--- src/rtl/ir_feed_pkg.sv ---
// Shared definitions for the instruction-feed queue: FSM encoding and default word width.
package ir_feed_pkg;

   typedef enum logic [1:0] {
      IDLE  = 2'd0,
      ISSUE = 2'd1,
      GAP   = 2'd2
   } feed_state_t;

   localparam int DEFAULT_WIDTH = 32;

endpackage

--- src/rtl/sync_fifo.sv ---
// Single-clock FIFO with occupancy count; head word is presented combinationally from storage.
module sync_fifo #(
   parameter int WIDTH = 32,
   parameter int DEPTH = 8
) (
   input  logic                     clk,
   input  logic                     rst,
   input  logic                     clear,
   input  logic                     push,
   input  logic [WIDTH-1:0]         push_data,
   input  logic                     pop,
   output logic [WIDTH-1:0]         head,
   output logic [$clog2(DEPTH):0]   count,
   output logic                     empty,
   output logic                     full
);
   localparam int AW = $clog2(DEPTH);
   localparam int CW = AW + 1;

   logic [WIDTH-1:0] mem [DEPTH];
   logic [AW-1:0]    rd_ptr;
   logic [AW-1:0]    wr_ptr;

   assign head  = mem[rd_ptr];
   assign empty = (count == '0);
   assign full  = (count == CW'(DEPTH));

   // Storage carries data only, so it is left out of reset.
   always_ff @(posedge clk) begin
      if (push) mem[wr_ptr] <= push_data;
   end

   always_ff @(posedge clk or posedge rst) begin
      if (rst) begin
         rd_ptr <= '0;
         wr_ptr <= '0;
         count  <= '0;
      end else if (clear) begin
         rd_ptr <= '0;
         wr_ptr <= '0;
         count  <= '0;
      end else begin
         if (push) wr_ptr <= wr_ptr + AW'(1);
         if (pop)  rd_ptr <= rd_ptr + AW'(1);
         case ({push, pop})
            2'b10:   count <= count + CW'(1);
            2'b01:   count <= count - CW'(1);
            default: count <= count;
         endcase
      end
   end

endmodule

--- src/rtl/ir_feed_queue.sv ---
// Buffers instruction words and issues them to the IR as single-cycle enable pulses
// separated by a programmable, stall-aware idle gap.
module ir_feed_queue
   import ir_feed_pkg::*;
#(
   parameter int WIDTH = DEFAULT_WIDTH,
   parameter int DEPTH = 8,
   parameter int GAP_W = 4
) (
   input  logic                     Clk,
   input  logic                     RESET,
   input  logic                     flush,
   input  logic                     wr_valid,
   input  logic [WIDTH-1:0]         wr_data,
   output logic                     wr_ready,
   input  logic                     run,
   input  logic                     hold,
   input  logic [GAP_W-1:0]         gap,
   output logic [WIDTH-1:0]         IR_In,
   output logic                     IR_Enable,
   output logic [$clog2(DEPTH):0]   count,
   output logic                     empty,
   output logic                     full
);
   feed_state_t      state, state_nxt;
   logic [GAP_W-1:0] gap_cnt, gap_cnt_nxt;
   logic [WIDTH-1:0] head;
   logic             go;
   logic             push;
   logic             pop;
   logic             may_issue;

   sync_fifo #(
      .WIDTH (WIDTH),
      .DEPTH (DEPTH)
   ) u_fifo (
      .clk       (Clk),
      .rst       (RESET),
      .clear     (flush),
      .push      (push),
      .push_data (wr_data),
      .pop       (pop),
      .head      (head),
      .count     (count),
      .empty     (empty),
      .full      (full)
   );

   assign wr_ready = !full;
   assign push     = wr_valid && !full && !flush;
   assign go       = run && !hold && !empty && !flush;

   // may_issue marks cycles where the FSM is free to start the next issue.
   always_comb begin
      state_nxt   = state;
      gap_cnt_nxt = gap_cnt;
      may_issue   = 1'b0;
      pop         = 1'b0;
      case (state)
         IDLE:  may_issue = 1'b1;
         ISSUE: begin
            if (gap == '0) begin
               may_issue = 1'b1;
            end else begin
               gap_cnt_nxt = gap;
               state_nxt   = GAP;
            end
         end
         GAP: begin
            if (!hold) begin
               if (gap_cnt <= GAP_W'(1)) begin
                  gap_cnt_nxt = '0;
                  may_issue   = 1'b1;
               end else begin
                  gap_cnt_nxt = gap_cnt - GAP_W'(1);
               end
            end
         end
         default: state_nxt = IDLE;
      endcase
      if (may_issue) begin
         if (go) begin
            pop       = 1'b1;
            state_nxt = ISSUE;
         end else begin
            state_nxt = IDLE;
         end
      end
      if (flush) begin
         state_nxt   = IDLE;
         gap_cnt_nxt = '0;
      end
   end

   // Output stage: the popped head word and its enable pulse register together.
   always_ff @(posedge Clk or posedge RESET) begin
      if (RESET) begin
         state     <= IDLE;
         gap_cnt   <= '0;
         IR_Enable <= 1'b0;
         IR_In     <= '0;
      end else begin
         state     <= state_nxt;
         gap_cnt   <= gap_cnt_nxt;
         IR_Enable <= pop;
         if (pop) IR_In <= head;
      end
   end

endmodule

--- config.mk ---
export PLATFORM = sky130hd
export DESIGN_NAME = ir_feed_queue
export DESIGN_NICKNAME = d
export VERILOG_FILES = /design/src/rtl/ir_feed_pkg.sv /design/src/rtl/sync_fifo.sv /design/src/rtl/ir_feed_queue.sv
export SDC_FILE = /design/constraint.sdc
export NUM_CORES = 1
export LEC_CHECK = 0
export ABC_AREA = 1
export BUFFER_PORTS_ARGS = -buffer_cell sky130_fd_sc_hd__buf_2
export CORE_UTILIZATION = 40
export DETAILED_ROUTE_END_ITERATION = 8
export GPL_TIMING_DRIVEN = 0
export MAX_ROUTING_LAYER = met4
export PLACE_DENSITY = 0.56
export REMOVE_ABC_BUFFERS = 1
export SLEW_MARGIN = 10
export SYNTH_ARGS = -nofsm -noshare
export SYNTH_HDL_FRONTEND = slang
export SYNTH_HIERARCHICAL = 1
export SYNTH_SLANG_ARGS = --single-unit
--- constraint.sdc ---
create_clock -name Clk -period 3.8 [get_ports Clk]
set_clock_uncertainty 0.2 [all_clocks]
set_input_delay 0.19 -clock Clk [delete_from_list [all_inputs] [get_ports Clk]]
set_output_delay 0.19 -clock Clk [all_outputs]
set_load 0.02 [all_outputs]
## Word-level counts from Yosys, hierarchy flattened

Memories as Yosys holds them, arrays and structs flattened. A register that Yosys moved wholly into a read port is not among the register bits.
Index checks and enable logic that the tools add are counted.
W data, S select, Z words.

| storage, ports and cells | value |
|---|---|
| output and inout port bits | 40 |
| ROM bits | 0 |
| memories | 1 |
| word-level logic and storage cells | 65 |
| latch bits | 0 |
| register bits | 17 |
| bits in writable memories | 256 |

| operators by class | value |
|---|---|
| add/subtract/negate cells | 5 |
| bitwise logic cells | 0 |
| shifts and indexed selects | 0 |
| div/mod/pow operators | 0 |
| multiplexer cells | 24 |
| multipliers | 0 |
| eq/ne operators | 9 |
| $lt $le $gt $ge | 1 |
| reductions and logical operators | 19 |

Memory list:

| name | words | bits a word | rd ports | clocked after memory_dff | wr ports | RTL line | text |
|---|---|---|---|---|---|---|---|
| u_fifo.mem | 8 | 32 | 1 | 1 | 1 | sync_fifo.sv:20 | `logic [WIDTH-1:0] mem [DEPTH];` |

Operators by type and width:

| operator | count |
|---|---|
| $mux W4 | 5 |
| $pmux W4 S2 | 2 |
| $mux W3 | 4 |
| $logic_not A4 Y1 | 2 |
| $mux W1 | 8 |
| $sub A4 B1 Y4 const B | 2 |
| $add A3 B1 Y3 const B | 2 |
| $mux W2 | 3 |
| $ne A3 B3 Y1 const B | 2 |
| $reduce_bool A3 Y1 | 2 |
| $logic_and A1 B1 Y1 | 5 |
| $add A4 B1 Y4 const B | 1 |
| $eq A2 B1 Y1 const B | 2 |
| $eq A2 B2 Y1 const B | 2 |
| $eq A4 B4 Y1 const B | 1 |
| $le A4 B1 Y1 const B | 1 |
| $logic_not A1 Y1 | 4 |
| $ne A4 B4 Y1 const B | 1 |
| $pmux W2 S2 | 1 |
| $reduce_bool A2 Y1 | 2 |
| $ne A3 B1 Y1 const B | 1 |
| $pmux W1 S3 | 1 |
| $reduce_and A3 Y1 | 1 |
| $logic_not A2 Y1 | 1 |
| 2 further kinds | 2 |

## Longest topological paths before layout

Gate-level depths: netlist (run 1).

| logic depth | value |
|---|---|
| word-level depth | 9 |
| gate-level depth with buffers | 19 |
| depth with buffers taken out | 18 |

## Cells and area by module

Netlist (run 1), hierarchy kept.

By module, submodules not included:

| module | cells each | area each (µm²) | times used |
|---|---|---|---|
| sync_fifo | 879 | 10650.2 | 1 |
| ir_feed_queue | 213 | 1776.7 | 1 |

## Worst setup path before layout (run 1)

No wires, ideal clock.

| path | value |
|---|---|
| path kind | register -> register |
| start point | register u_fifo.count[0] |
| end point | memory u_fifo.mem[1][0] (enable) |
| clock period less this slack | 3.358 ns |
| cell stages (with the launch flop) | 8 |
| library setup time | 0.421 ns |
| data arrival time | 2.736 ns |
| path buffers | 0 |
| setup slack | 0.442 ns |
| cells stage by stage | dfrtp_1 -> or2_2 -> nor3_1 -> inv_1 -> nand2_1 -> nor2_1 -> nand2_1 -> nor2_1 |

| between the ends | value |
|---|---|
| word-level cells in the longest chain between the ends | 6 |

Ends and longest elaborated chain:

| element | RTL line | text |
|---|---|---|
| from (decl) | sync_fifo.sv:13 | `output logic [$clog2(DEPTH):0] count,` |
| from (signal assigned) | sync_fifo.sv:46 | `2'b10: count <= count + CW'(1);` |
| from (signal assigned) | sync_fifo.sv:47 | `2'b01: count <= count - CW'(1);` |
| from (signal assigned) | sync_fifo.sv:48 | `default: count <= count;` |
| $eq A4 B4 Y1 | sync_fifo.sv:26 | `assign full = (count == CW'(DEPTH));` |
| via full | ir_feed_queue.sv:23 | `output logic full` |
| $logic_not A1 Y1 | n/a |  |
| via wr_ready | ir_feed_queue.sv:15 | `output logic wr_ready,` |
| $logic_and A1 B1 Y1 (2 in a row) | ir_feed_queue.sv:50 | `assign push = wr_valid && !full && !flush;` |
| via push | ir_feed_queue.sv:29 | `logic push;` |
| $mux W1 | sync_fifo.sv:30 | `if (push) mem[wr_ptr] <= push_data;` |
| $mux W1 (implied by the code) | sync_fifo.sv:30 |  |
| to (decl) | sync_fifo.sv:20 |  |

The timed path passes the listed nets, and every way through them passes these cells.

## Worst setup path in the final report (run 1)

| path | value |
|---|---|
| start point | register u_fifo.count[0] |
| end point | register u_fifo.count[3] |

| between the ends | value |
|---|---|
| word-level cells in the longest chain between the ends | 9 |

Ends and longest elaborated chain:

| element | RTL line | text |
|---|---|---|
| $logic_not A4 Y1 * | sync_fifo.sv:25 | `assign empty = (count == '0);` |
| $logic_not A1 Y1 * | ir_feed_queue.sv:51 | `assign go = run && !hold && !empty && !flush;` |
| $logic_and A1 B1 Y1 * (2 in a row) | ir_feed_queue.sv:51 |  |
| $mux W1 * | ir_feed_queue.sv:82 | `if (go) begin` |
| $mux W1 * | ir_feed_queue.sv:81 | `if (may_issue) begin` |
| via pop | ir_feed_queue.sv:30 | `logic pop;` |
| $eq A2 B1 Y1 / $eq A2 B2 Y1 (equally long branches) | sync_fifo.sv:45 | `case ({push, pop})` |
| $pmux W4 S2 | sync_fifo.sv:45 |  |
| $mux W4 | sync_fifo.sv:38 | `end else if (clear) begin` |

Mark *: on every way through the listed nets, which the timed path passes. The rest lies on a longest branch.
A chain may end at the register's enable or synchronous reset.

==> results of run 1 <==
per-layer routing:
layer  up-vias  wire length (um)  global-route usage
met5         -                 0                   -
met4         0               495             0.04944
met3        42              1163             0.02835
met2       164             13710              0.3134
met1      3862             12310              0.2365
li1       4007                 -                   -
cell families (layout without fill, tap and decap cells):
kind of cell | after synthesis | count (layout)
and+or+nand+nor | 482 | 482
DFF | 305 | 305
AOI/OAI and AO/OA | 206 | 206
buffers and inverters | 91 | 240
adders and majority gates | 6 | 6
xor gates and xnor gates | 2 | 2
final timing paths:
path	startpoint	to	slack, ns
worst max-delay path	u_fifo/count[0]	u_fifo/count[3]	0.38
worst min-delay path	hold	IR_In[16]	0.03
worst max register to register	u_fifo/count[0]	u_fifo/count[3]	0.38
worst min register to register	IR_In[19]	IR_In[19]	0.26
max in group asynchronous	RESET	IR_In[0]	2.82
min in group asynchronous	RESET	u_fifo/count[2]	0.04
placed cells by master, fill, tap and decap left out, drive strengths merged:
cell type,instances
nor3,4
clkinv,12
inv,33
o21ai,199
dlygate4sd3,48
nand2,221
xnor2,1
clkbuf,51
o22ai,1
ha,6
or2,1
a211oi,1
dfrtp,49
nand4,5
xor2,1
a21oi,5
nor2,214
nand3,37
edfxtp,256
buf,96
repair_timing:
| action | 4_1_cts | 5_1_grt |
|---|---|---|
| hold buffers | 48 | 0 |
| setup endpoints to repair | 0 | 1 |
| gates resized for setup | 0 | 2 |
| hold endpoints to repair | 323 | 0 |
cell type report:
type                    instances  area, sq um
inverters                      33        130.1
repair buffers                144         1241
well taps                     396        495.5
flip-flops and latches        305         8922
multi-input cells             696         3123
fillers                      2748        15610
clock inverters                12        58.81
clock buffers                  51         1008
state kept, by name, indices dropped and copies added (netlist names):
register       count
u_fifo/count       4
IR_In             32
u_fifo/mem       256
IR_Enable          1
gap_cnt            4
u_fifo/rd_ptr      3
u_fifo/wr_ptr      3
state              2
critical path, delay by kind of cell, from the launching register on:
kind / cells / cell delay (ns)
fa+ha+maj: 1 / 0.28
buf+inv: 4 / 0.73
flops: 1 / 0.43
simple gates: 10 / 1.65
power by group through the flow:
stage	Sequential [uW]	Clock [uW]	Combinational [uW]
after floorplan	4260	0	499
after global placement	4090	0	1090
after detailed placement	4050	0	1180
after CTS	3990	3180	1220
after global routing	4010	3290	1360
final	3990	3100	1200
through the flow:
stage	area, sq um	cells	hold slack (ns)
detailed placement	13410	1526	0.03017
finish	14980	1637	0.03286
floorplan	12080	1034	-0.1698
global placement	12980	1511	0.007638
CTS	14960	1637	0.01905
global route	14980	1637	0.06043
==> impl_metrics.json, run 1 <==
{
  "synth_compound_area_frac": 0.08327,
  "cp.arrival_ns": 3.60,
  "drt.antenna.violating_nets": 0,
  "yosys.cell_count.top_type": "edfxtp_1",
  "clock_latency_ns": 0.51,
  "synth_top_area_frac": 0.6186,
  "p_comb_frac": 0.145,
  "ir_drop_mv": 0.3511,
  "die_area_sq_mm": 0.03178,
  "yosys.area_share.simple": 0.1543,
  "switchingPower_uw": 2184,
  "cts-root-buf": "clkbuf_16",
  "cts.sinks": 305,
  "critPathMaxFanout": 34,
  "worstSetupEndpointType": "flip-flop",
  "final_net_count": 1263,
  "critPathKind": "flip-flop to flip-flop",
  "fin_crit_ns": 3.420,
  "global_route.usage.total": 0.1868,
  "critPathRequiredTime_ns": 3.98,
  "dieHeight_um": 178.3,
  "tritoncts": "done",
  "grt_pass1_wl_um": 43590,
  "critPathMaxStageDelay_ns": 0.70,
  "worst_slack_ns": 0.3803,
  "status": "finished clean",
  "synth_mux_area_frac": 0,
  "yosysUniqueCellTypes": 30,
  "report.final.slew_viol_count": 0,
  "synth_ff_type": "edfxtp_1",
  "port_buffers": 81,
  "syn_area_sq_mm": 0.01243,
  "synthAdderAreaFrac": 0.006041,
  "cts.path.max_buffers": 3,
  "seqPwrFrac": 0.481,
  "internal-power_uw": 6101,
  "dp_slack_ns": 0.1215,
  "first_pass_iters": 5,
  "period_share": 0.8999,
  "drc": 0,
  "startpoint_type": "flip-flop",
  "postSynthAreaPerCell_sq_um": 11.38,
  "drt_wl_total_um": 27680,
  "overflow": 0,
  "start_util": 0.4062,
  "rr_worst_depth": 15,
  "n_antenna_cell": 0,
  "whs_path_depth": 6,
  "avgRoutedWirePerCell_um": 16.91,
  "slowest_stage": "nor3_4",
  "tns_ns": 0,
  "p_per_area_mw_per_mm2": 553.1,
  "min_path_type": "input port to flip-flop",
  "worstMarginPinSlew_ns": 0.8381,
  "setup_violations": 0,
  "layout-drive-gt1-share": 0.1346,
  "core_area_sq_mm": 0.03059,
  "slew_headroom": 0.4394,
  "path_cells": "or2_2 -> nor3_1 -> nor3_4 -> buf_8 -> nand2_8 -> inv_1 -> nand2_1 -> inv_1 -> ha_1 -> nand2_1 -> inv_1 -> nand3_1 -> nand3_1 -> nand3_1 -> nand2_1",
  "vias_per_cell": 4.933,
  "max-cap-violations": 0,
  "cts_setup_buffers": 0,
  "syn_to_final_growth_pct": 20.54,
  "synth_top_family_by_area": "simple AND/OR/NAND/NOR gates",
  "antenna_found_initial": 0,
  "vias": 8075,
  "io-pin-count": 82,
  "p_leak_uw": 0.005760,
  "fp-row-count": 64,
  "synthesis.instances": 1092,
  "dpl.hpwl_um": 15550,
  "synth_enable_flop_cells": 256,
  "ys_async_sr_fraction": 0.1607,
  "ys_seq_area_frac": 0.7173,
  "synthTopCellsByArea": "edfxtp_1 62%, dfrtp_1 9.9%, nand2_1 6.6%, nor2_1 6.4%, o21ai_0 5.6%",
  "final_util": 0.4897,
  "first_iter_violations": 465,
  "grt_max_degree": 77,
  "swShare": 0.2637,
  "rsz0062_at_grt": "no",
  "path_clk_slew_ns": 0.06,
  "yosys-top-cells-count": "256 x edfxtp_1, 218 x nand2_1, 213 x nor2_1",
  "first_global_vias": 7931,
  "yosysTopAreaCell": "edfxtp_1",
  "synth_xor_area_frac": 0.001410,
  "pwr-share-clk": 0.374,
  "hold_viol_final": 0,
  "yosysWarnings": 6,
  "htreeDepth": 2,
  "gp_congestion": 0.7819,
  "cts_buffers": 35,
  "synth-seq-cells": 305,
  "max_freq_mhz": 292.4,
  "fp.dieW_um": 178.3,
  "finalPower_uw": 8285
}
(Power assumes the default switching activity.)
==> run 2: changes to the inputs <==
--- a/config.mk
+++ b/config.mk
@@ -8,6 +8,7 @@
 export ABC_AREA = 1
 export BUFFER_PORTS_ARGS = -buffer_cell sky130_fd_sc_hd__buf_2
 export CORE_UTILIZATION = 40
+export CTS_BUF_LIST = sky130_fd_sc_hd__clkbuf_8 sky130_fd_sc_hd__clkbuf_16
 export DETAILED_ROUTE_END_ITERATION = 8
 export GPL_TIMING_DRIVEN = 0
 export MAX_ROUTING_LAYER = met4
==> impl_metrics.json, run 2 (same netlist as run 1, synthesis figures left out) <==
{
  "status": "finished clean",
  "worstSetupEndpointType": "flip-flop",
  "vias_per_cell": 4.930,
  "max-cap-violations": 0,
  "setup_violations": 0,
  "htreeDepth": 2,
  "rr_worst_depth": 15,
  "path_cells": "or2_2 -> nor3_1 -> nor3_4 -> buf_8 -> nand2_8 -> inv_1 -> nand2_1 -> inv_1 -> ha_1 -> nand2_1 -> inv_1 -> nand3_1 -> nand3_1 -> nand3_1 -> nand2_1",
  "dieHeight_um": 178.3,
  "critPathTopFamily": "simple AND/OR/NAND/NOR gates",
  "rsz0062_at_grt": "no",
  "io-pin-count": 82,
  "cts.path.max_buffers": 3,
  "worstMarginPinSlew_ns": 0.8366,
  "startpoint_type": "flip-flop",
  "min_path_type": "input port to flip-flop",
  "wl_met1_um": 12190,
  "overflow": 0,
  "fillers": 2748,
  "largest_register": "u_fifo/mem",
  "layout-drive-gt1-share": 0.1346,
  "critPathMaxStageDelay_ns": 0.70,
  "critPathMaxFanout": 34,
  "whs_path_depth": 6,
  "clock_latency_ns": 0.51,
  "highest_layer": "met4",
  "cp.arrival_ns": 3.60,
  "p_leak_uw": 0.005806,
  "p_per_area_mw_per_mm2": 551.2,
  "fin_crit_ns": 3.418,
  "drt.antenna.violating_nets": 0,
  "hold_viol_final": 0,
  "grt_pass1_wl_um": 43620,
  "first_iter_violations": 512,
  "final_net_count": 1263,
  "grt_max_degree": 77,
  "period_share": 0.8994,
  "slew_headroom": 0.4404,
  "syn_to_final_growth_pct": 20.54,
  "vias": 8071,
  "max_freq_mhz": 292.6,
  "placed_area_sq_mm": 0.01341,
  "final_util": 0.4897,
  "cts_setup_buffers": 0,
  "top_regs": "u_fifo/mem x256, IR_In x32",
  "core_area_sq_mm": 0.03059,
  "dp_slack_ns": 0.1215,
  "start_util": 0.4062,
  "slowest_stage": "nor3_4",
  "antenna_found_initial": 0,
  "cp_num_cells": 15,
  "ir_drop_mv": 0.3510,
  "fp-row-count": 64,
  "final_cell_mix": "256 x edfxtp_1, 218 x nand2_1, 205 x nor2_1",
  "die_area_sq_mm": 0.03178,
  "worst_slack_ns": 0.3824,
  "path_buf_inv": 4,
  "stdcell_area_sq_mm": 0.01498,
  "drc": 0,
  "report.final.slew_viol_count": 0,
  "final_common_cell": "edfxtp_1",
  "critPathRequiredTime_ns": 3.98,
  "global_route.usage.total": 0.1868,
  "fp.dieW_um": 178.3,
  "critPathKind": "flip-flop to flip-flop",
  "drt_wl_total_um": 27690,
  "wl_met3_um": 1305,
  "wl_met2_um": 13700,
  "port_buffers": 81,
  "whs_ns": 0.03235,
  "first_pass_iters": 5,
  "path_clk_slew_ns": 0.06,
  "largest_reg_flops": 256,
  "tritoncts": "done",
  "cts_buffers": 35,
  "dpl.hpwl_um": 15550,
  "avgRoutedWirePerCell_um": 16.91,
  "gp_congestion": 0.7819,
  "cts.sinks": 305,
  "n_antenna_cell": 0,
  "cts-root-buf": "clkbuf_16",
  "first_global_vias": 7927
}
==> run 2: per-layer routing <==
metal | GRT usage | up-vias
met5 | - | -
met2 | 0.3132 | 177
li1 | - | 4006
met3 | 0.02835 | 41
met4 | 0.04944 | 0
met1 | 0.2370 | 3847
==> run 2: area by class of cell <==
cell class / instances / area, sq um / area share
clock buffers: 40 / 967.2 / 0.06457
multi-input cells: 696 / 3123 / 0.2085
inverters: 33 / 130.1 / 0.008687
clock inverters: 23 / 100.1 / 0.006682
flip-flops and latches: 305 / 8922 / 0.5956
well taps: 396 / 495.5 / 0.03308
repair buffers: 144 / 1241 / 0.08286
==> run 2: path summary, 6_finish.rpt <==
check                                     start         endpoint  slack [ns]
worst max register to register  u_fifo/count[0]  u_fifo/count[3]        0.38
max in group asynchronous                 RESET         IR_In[0]        2.82
worst max-delay path            u_fifo/count[0]  u_fifo/count[3]        0.38
worst min register to register        IR_In[19]        IR_In[19]        0.26
min in group asynchronous                 RESET  u_fifo/count[2]        0.04
worst min-delay path                       hold        IR_In[16]        0.03
==> run 2: report_power, final <==
group | switching [uW] | total, uW | internal (uW)
clock network | 1260 | 3070 | 1810
registers | 136 | 3990 | 3850
logic | 793 | 1200 | 411
==> run 2: through the flow <==
step	total power, uW	instances	TNS [ns]
3_5_place_dp	5230	1526	0
4_1_cts	8364	1637	0
3_3_place_gp	5187	1511	-337.61
5_1_grt	8636	1637	0
2_1_floorplan	4763	1034	-14.31
6_report	8256	1637	0
==> run 2: worst min-delay path, stage by stage <==
cell,delay [ns]
buf_2,0.11
inv_2,0.03
nand2_1,0.08
nor3_4,0.12
nand3_1,0.11
nand2_1,0.05
==> run 2: what timing repair did <==
action / 4_1_cts / 5_1_grt
hold buffers: 48 / 0
setup endpoints to repair: 0 / 1
hold endpoints to repair: 323 / 0
gates resized for setup: 0 / 2
